[config.mk]
export PLATFORM = sky130hd
export DESIGN_NAME = neighbor_window_gen_flat
export DESIGN_NICKNAME = d
export VERILOG_FILES = /design/src/rtl/neighbor_window_gen_if.sv /design/src/rtl/neighbor_window_gen.sv /design/src/flat_wrapper.sv
export SDC_FILE = /design/constraint.sdc
export NUM_CORES = 2
export LEC_CHECK = 0
export BUFFER_PORTS_ARGS = -buffer_cell sky130_fd_sc_hd__buf_4
export CORE_ASPECT_RATIO = 0.9
export CORE_UTILIZATION = 62
export CTS_CLUSTER_SIZE = 28
export DETAILED_ROUTE_END_ITERATION = 8
export PLACE_DENSITY = 0.85
export SLEW_MARGIN = 20
export SYNTH_ARGS = -nofsm -noshare
export SYNTH_HDL_FRONTEND = slang
export SYNTH_SLANG_ARGS = --single-unit
[constraint.sdc]
create_clock -name clk -period 11.6 [get_ports clk]
set_input_delay 0 -clock clk [delete_from_list [all_inputs] [get_ports clk]]
set_output_delay 0 -clock clk [all_outputs]
set_load 0.005 [all_outputs]
[src/rtl/neighbor_window_gen_if.sv]
// rtl/neighbor_window_gen_if.sv - sample stream, window outputs and status of neighbor_window_gen
interface neighbor_window_gen_if #(
    parameter int DATA_W = 32
);
    logic                     in_valid;
    logic                     in_ready;
    logic signed [DATA_W-1:0] in_data;
    logic                     out_ready;
    logic                     out_valid;
    logic                     out_last;
    logic [3:0]               count;
    logic signed [DATA_W-1:0] data0_o;
    logic signed [DATA_W-1:0] dataP1_o;
    logic signed [DATA_W-1:0] dataP2_o;
    logic signed [DATA_W-1:0] dataP3_o;
    logic signed [DATA_W-1:0] dataM1_o;
    logic signed [DATA_W-1:0] dataM2_o;
    logic signed [DATA_W-1:0] dataM3_o;
    logic                     busy;

    modport master (
        output in_valid, in_data, out_ready,
        input  in_ready, out_valid, out_last, count, busy,
        input  data0_o, dataP1_o, dataP2_o, dataP3_o, dataM1_o, dataM2_o, dataM3_o
    );

    modport slave (
        input  in_valid, in_data, out_ready,
        output in_ready, out_valid, out_last, count, busy,
        output data0_o, dataP1_o, dataP2_o, dataP3_o, dataM1_o, dataM2_o, dataM3_o
    );
endinterface

[src/rtl/neighbor_window_gen.sv]
// rtl/neighbor_window_gen.sv - buffers a 16-sample frame and emits +/-3 neighbour windows
// Optional NEIGHBOR_WINDOW_PINGPONG_EN: two banks so loading overlaps window emission.
module neighbor_window_gen #(
    parameter int DATA_W  = 32,
    parameter int FRAME_N = 16
) (
    input  logic                 clk,
    input  logic                 rst,
    neighbor_window_gen_if.slave bus
);
    localparam logic [1:0] IDLE     = 2'd0;
    localparam logic [1:0] LOAD     = 2'd1;
    localparam logic [1:0] RUN      = 2'd2;
    localparam logic [3:0] LAST_IDX = 4'(FRAME_N - 1);

    logic [1:0]        state;
    logic [3:0]        wr_ptr;
    logic [3:0]        rd_idx;
    logic [DATA_W-1:0] rd_frame [FRAME_N];
    logic [DATA_W-1:0] win      [7];
    logic [DATA_W-1:0] win_q    [7];
    logic [3:0]        count_q;
    logic              out_valid_q;
    logic              out_last_q;
    logic              in_ready;
    logic              wr_fire;
    logic              wr_done;
    logic              rd_fire;
    logic              rd_done;
    logic              load_win;
    logic              start_run;
    logic              chain_run;

`ifdef NEIGHBOR_WINDOW_PINGPONG_EN
    logic [DATA_W-1:0] mem [2][FRAME_N];
    logic              wr_bank;
    logic              rd_bank;
    logic [1:0]        full;

    // When nothing is being read, the read and write banks coincide.
    assign in_ready  = !rst && !full[wr_bank];
    assign start_run = full[rd_bank] || (wr_done && (wr_bank == rd_bank));
    assign chain_run = full[~rd_bank] || (wr_done && (wr_bank != rd_bank));
    assign bus.busy  = (state != IDLE) || (wr_ptr != '0) || (full != '0);

    always_comb begin
        for (int i = 0; i < FRAME_N; i++) rd_frame[i] = mem[rd_bank][i];
    end

    always_ff @(posedge clk) begin
        if (wr_fire) mem[wr_bank][wr_ptr] <= bus.in_data;
    end

    always_ff @(posedge clk) begin
        if (rst) begin
            wr_bank <= 1'b0;
            rd_bank <= 1'b0;
            full    <= '0;
        end else begin
            if (wr_done) begin
                full[wr_bank] <= 1'b1;
                wr_bank       <= ~wr_bank;
            end
            if (rd_done) begin
                full[rd_bank] <= 1'b0;
                rd_bank       <= ~rd_bank;
            end
        end
    end
`else
    logic [DATA_W-1:0] mem [FRAME_N];

    assign in_ready  = !rst && (state != RUN);
    assign start_run = wr_done;
    assign chain_run = 1'b0;
    assign bus.busy  = (state != IDLE);

    always_comb begin
        for (int i = 0; i < FRAME_N; i++) rd_frame[i] = mem[i];
    end

    always_ff @(posedge clk) begin
        if (wr_fire) mem[wr_ptr] <= bus.in_data;
    end
`endif

    // Tap k covers offset k-3; positions outside 0..15 land on 16..18 or 29..31 and read as zero.
    for (genvar k = 0; k < 7; k++) begin : g_tap
        logic [4:0] pos;
        assign pos    = {1'b0, rd_idx} + 5'(k) - 5'd3;
        assign win[k] = pos[4] ? '0 : rd_frame[pos[3:0]];
    end

    assign wr_fire  = bus.in_valid && in_ready;
    assign wr_done  = wr_fire && (wr_ptr == LAST_IDX);
    assign rd_fire  = out_valid_q && bus.out_ready;
    assign rd_done  = rd_fire && out_last_q;
    assign load_win = (state == RUN) && (!out_valid_q || (bus.out_ready && !out_last_q));

    always_ff @(posedge clk) begin
        if (rst) begin
            state       <= IDLE;
            wr_ptr      <= '0;
            rd_idx      <= '0;
            count_q     <= '0;
            out_valid_q <= 1'b0;
            out_last_q  <= 1'b0;
            for (int k = 0; k < 7; k++) win_q[k] <= '0;
        end else begin
            if (wr_fire) wr_ptr <= wr_ptr + 4'd1;

            case (state)
                IDLE, LOAD: begin
                    if (start_run) begin
                        state  <= RUN;
                        rd_idx <= '0;
                    end else if (wr_fire) begin
                        state <= LOAD;
                    end
                end
                RUN: begin
                    if (rd_done) begin
                        rd_idx <= '0;
                        if (chain_run)                      state <= RUN;
                        else if (wr_fire || wr_ptr != '0)   state <= LOAD;
                        else                                state <= IDLE;
                    end
                end
                default: state <= IDLE;
            endcase

            // rd_idx points at the next window to load, so count lags it by one.
            if (load_win) begin
                count_q     <= rd_idx;
                out_last_q  <= (rd_idx == LAST_IDX);
                out_valid_q <= 1'b1;
                rd_idx      <= rd_idx + 4'd1;
                for (int k = 0; k < 7; k++) win_q[k] <= win[k];
            end else if (rd_done) begin
                out_valid_q <= 1'b0;
                out_last_q  <= 1'b0;
            end
        end
    end

    assign bus.in_ready  = in_ready;
    assign bus.out_valid = out_valid_q;
    assign bus.out_last  = out_last_q;
    assign bus.count     = count_q;
    assign bus.dataM3_o  = win_q[0];
    assign bus.dataM2_o  = win_q[1];
    assign bus.dataM1_o  = win_q[2];
    assign bus.data0_o   = win_q[3];
    assign bus.dataP1_o  = win_q[4];
    assign bus.dataP2_o  = win_q[5];
    assign bus.dataP3_o  = win_q[6];
endmodule

[src/flat_wrapper.sv]
// flat-port wrapper written by rule: the top's interface ports become plain ports
module neighbor_window_gen_flat 
#(
    parameter int DATA_W  = 32,
    parameter int FRAME_N = 16
)
  (clk, rst, bus_in_valid, bus_in_data, bus_out_ready, bus_in_ready, bus_out_valid, bus_out_last, bus_count, bus_busy, bus_data0_o, bus_dataP1_o, bus_dataP2_o, bus_dataP3_o, bus_dataM1_o, bus_dataM2_o, bus_dataM3_o);
  neighbor_window_gen_if #(.DATA_W(DATA_W)) bus_i ();
  input  logic clk;
  input  logic rst;
  input wire logic [$bits(bus_i.in_valid)-1:0] bus_in_valid;
  input wire logic [$bits(bus_i.in_data)-1:0] bus_in_data;
  input wire logic [$bits(bus_i.out_ready)-1:0] bus_out_ready;
  output wire logic [$bits(bus_i.in_ready)-1:0] bus_in_ready;
  output wire logic [$bits(bus_i.out_valid)-1:0] bus_out_valid;
  output wire logic [$bits(bus_i.out_last)-1:0] bus_out_last;
  output wire logic [$bits(bus_i.count)-1:0] bus_count;
  output wire logic [$bits(bus_i.busy)-1:0] bus_busy;
  output wire logic [$bits(bus_i.data0_o)-1:0] bus_data0_o;
  output wire logic [$bits(bus_i.dataP1_o)-1:0] bus_dataP1_o;
  output wire logic [$bits(bus_i.dataP2_o)-1:0] bus_dataP2_o;
  output wire logic [$bits(bus_i.dataP3_o)-1:0] bus_dataP3_o;
  output wire logic [$bits(bus_i.dataM1_o)-1:0] bus_dataM1_o;
  output wire logic [$bits(bus_i.dataM2_o)-1:0] bus_dataM2_o;
  output wire logic [$bits(bus_i.dataM3_o)-1:0] bus_dataM3_o;
  assign bus_i.in_valid = bus_in_valid;
  assign bus_i.in_data = bus_in_data;
  assign bus_i.out_ready = bus_out_ready;
  assign bus_in_ready = bus_i.in_ready;
  assign bus_out_valid = bus_i.out_valid;
  assign bus_out_last = bus_i.out_last;
  assign bus_count = bus_i.count;
  assign bus_busy = bus_i.busy;
  assign bus_data0_o = bus_i.data0_o;
  assign bus_dataP1_o = bus_i.dataP1_o;
  assign bus_dataP2_o = bus_i.dataP2_o;
  assign bus_dataP3_o = bus_i.dataP3_o;
  assign bus_dataM1_o = bus_i.dataM1_o;
  assign bus_dataM2_o = bus_i.dataM2_o;
  assign bus_dataM3_o = bus_i.dataM3_o;
  neighbor_window_gen #(.DATA_W(DATA_W), .FRAME_N(FRAME_N)) u_core (.clk(clk), .rst(rst), .bus(bus_i));
endmodule
==> results by group <==
Critical path
  • Worst setup SP type: flip-flop
  • R2R Setup Slk: 7.28 ns
  • Max Fanout on Critical Path: 192
  • Slowest cell on crit path: ha_4
  • Crit path DAT: 4.68 ns
  • Setup crit start: u_core.rd_idx[1]$_SDFFE_PP0P_
  • Kind of critical path: reg2reg
  • Top delay family on crit path: buffers and inverters
  • Crit-path cells: inv_1 > ha_4 > buf_12 > mux4_2 > mux2i_1 > o22ai_1
  • Worst r2r path cells: 6
  • Crit path buf inv count: 2
  • Reg2reg end: u_core.win_q[0][92]$_SDFFCE_PP0P_
  • Worst stage delay on the critical path: 0.99 ns
  • Cell count along the critical path: 6
  • Crit path capture type: flip-flop
  • Crit path to: u_core.win_q[0][92]$_SDFFCE_PP0P_
  • Required time worst endpoint: 11.97 ns
  • Reg-to-reg startpoint: u_core.rd_idx[1]$_SDFFE_PP0P_

Cells and area
  • Area grow syn2layout: 13.1%
  • Layout Nets: 2540
  • Design area: 0.0473 mm2
  • Layout cells sized above 1: 38.3%

STA
  • Worst Skew: 0.0188 ns
  • Slew @ Worst Pin: 1.21 ns
  • Final setup violation count: 0
  • Slew margin rel.: 19.6%
  • Tcrit/Tclk final: 37.2%
  • FMAX: 232 MHz
  • RSZ-0062 raised after global routing: false
  • Shortest period the worst path allows: 4.32 ns
  • Final hold vios: 0
  • Final Max Slew Viols: 0
  • TNS Setup: 0 ns

Drt
  • WL/cell: 36.0 um
  • Antenna-violating nets left: 0
  • Vias per cell: 8.08
  • Drt total wl: 123 mm
  • Remaining DRCs: 0
  • Vias: 27585
  • First DRT Iteration DRCs: 3961
  • 1st-pass router iterations: 7

Die
  • Starting Density: 63.3%
  • Die Footprint: 0.0684 mm2
  • IO Pins: 268
  • Die extent in x: 276 um
  • Core area: 0.0660 mm2
  • # rows: 89
  • Die height: 248 um

Pwr
  • Psw: 1150 uW
  • Net Sw Frac: 20.3%
  • Sequential Power Share: 53.8%
  • PD cells: 120 mW/mm2
  • Leak Pwr: 0.0151 uW
  • IR Drop Worst-Case VDD: 111 uV
  • Combinational power share: 2.8%
  • Int Pwr: 4520 uW
  • Clock power share: 43.3%

Logic synthesis
  • Ys Warns: 0
  • Post-synthesis cell count: 2267
  • Syn_nets: 2314
  • Commonest cells in the netlist: 736 x edfxtp_1, 512 x mux4_2, 452 x mux2i_1
  • Most common cell in the netlist: edfxtp_1
  • Syn Area/Cell: 18.4 um2
  • Post-synthesis register bit count: 752
  • Area leader, netlist: edfxtp_1
  • Most area-consuming cells after synthesis: edfxtp_1 53%, mux4_2 28%, mux2i_1 11%
  • Top cell type's share of synthesized area: 52.9%
  • Ys flop type: edfxtp_1
  • Register area share after synthesis: 53.7%
  • FFs w/ async S/R, synth: 0%
  • Netlist cell types: 42
  • Syn Std Cell Area: 0.0418 mm2
  • Post-synth EDFFs: 736

Global route
  • Grt ovf: 0
  • Vias in the first global route: 26756
  • Largest net degree at the start of global routing: 193
  • First-pass GRT wire length: 175 mm
  • Initial antenna violation count: 2
  • GRT Util Overall: 36.0%

Clock tree
  • Clk Latency, worst-skew pair: 0.64 ns
  • CTS Hold Buffers Added: 36
  • H-tree depth: 3
  • Num CTS Buffers: 77
  • Clk Tree Root Cell: clkbuf_16
  • CTS Buffer Depth: 3
  • Post-CTS sizing: 0
  • Clk sinks: 752
  • Postcts setup bufs: 0
  • CTS tree: yes
  • Clock transition at the registers of the reported paths: 0.06 ns

Min path
  • Tightest Hold Check Type: in2reg

Placement
  • IO Port Bufs: 267
  • Placed cell area: 0.0444 mm2
  • Post-DP HPWL: 67.7 mm
  • Routability cong.: 0.871

Run
  • # Max-Cap Violations: 0

Outcome
  • Outcome: finished clean
## worst min path at each step
stage | from | end | cells after the start
2_1_floorplan | bus_in_data[0] | u_core.mem[0][0]$_DFFE_PP_ | 0
6_report | bus_in_data[16] | u_core.mem[8][16]$_DFFE_PP_ | 2
5_1_grt | bus_in_data[16] | u_core.mem[8][16]$_DFFE_PP_ | 2
4_1_cts | bus_in_data[22] | u_core.mem[11][22]$_DFFE_PP_ | 2
3_3_place_gp | bus_in_data[22] | u_core.mem[0][22]$_DFFE_PP_ | 1
3_5_place_dp | bus_in_data[11] | u_core.mem[5][11]$_DFFE_PP_ | 1
## registers in the layout, indices dropped and copies added, names as in the netlist
register and flops:
u_core.bus.count 4, u_core.bus.out_last 1, u_core.bus.out_valid 1, u_core.mem 512
u_core.rd_idx 4, u_core.state 2, u_core.win_q 224, u_core.wr_ptr 4
## metal layers
metal / wire, um / share of wire [%] / global-route usage [%]
met1: 40000 / 33 / 46.9
met4: 7900 / 6.4 / 19.6
met5: 23 / 0.019 / 0
met2: 56600 / 46 / 54.7
met3: 18500 / 15 / 11.0
## cell usage in the layout (no fill, tap or decap), types with 4 or more instances in the layout
master / Yosys / layout
bufinv_16: 0 / 7
buf_6: 13 / 5
inv_1: 6 / 6
edfxtp_1: 736 / 736
nor2b_1: 8 / 7
a21oi_1: 4 / 4
mux4_2: 512 / 512
buf_4: 15 / 313
clkinv_2: 0 / 10
nand2_1: 12 / 5
nand2_2: 0 / 7
dlygate4sd3_1: 0 / 36
mux2i_1: 452 / 452
clkbuf_1: 52 / 14
o22ai_1: 224 / 224
and3_4: 0 / 6
ha_1: 11 / 10
clkbuf_16: 0 / 81
and3_2: 0 / 4
nor2_1: 15 / 14
clkinv_1: 0 / 18
dfxtp_1: 16 / 13
## power by group through the flow
stage	registers, uW	clock network [uW]	logic (uW)
global route	3050	2560	170
global placement	3100	0	142
finish	3050	2460	161
floorplan	3100	0	43.7
detailed placement	3100	0	148
CTS	3050	2470	159
## cell type report
cell class / instances / area (um2)
diodes: 2 / 5.00
clock buffers: 95 / 2080
clock inverters: 40 / 369
fillers: 3824 / 18800
inverters: 6 / 22.5
multi-input cells: 1300 / 18500
flip-flops and latches: 752 / 22400
well taps: 864 / 1080
repair buffers: 356 / 2800
## stage by stage
step	util (%)	hold WS [ns]	setup WS [ns]	power, uW	cells
4_1_cts	71.5	0.179	7.41	5680	3412
3_3_place_gp	67.2	0.284	7.56	3240	3241
2_1_floorplan	-	0.0989	7.31	3150	2267
3_5_place_dp	67.2	0.300	7.43	3250	3241
6_report	71.6	0.205	7.28	5660	3415
5_1_grt	71.6	0.215	7.19	5780	3413
## kinds of logic after synthesis
| kind of cell | count (synthesis) | synth area share (%) |
|---|---|---|
| muxes | 965 | 38.5 |
| and+or+nand+nor | 70 | 0.893 |
| xor gates and xnor gates | 10 | 0.300 |
| buffers and inverters | 215 | 2.64 |
| DFF | 752 | 53.7 |
| AOI/OAI and AO/OA | 244 | 3.70 |
| adders and majority gates | 11 | 0.329 |
## worst register-to-register path: stages, from the launching register on
cell and delay [ns]:
dfxtp_4 0.81, inv_1 0.28, ha_4 0.99, buf_12 0.82
mux4_2 0.72, mux2i_1 0.26, o22ai_1 0.16
(Power assumes the default switching activity.)
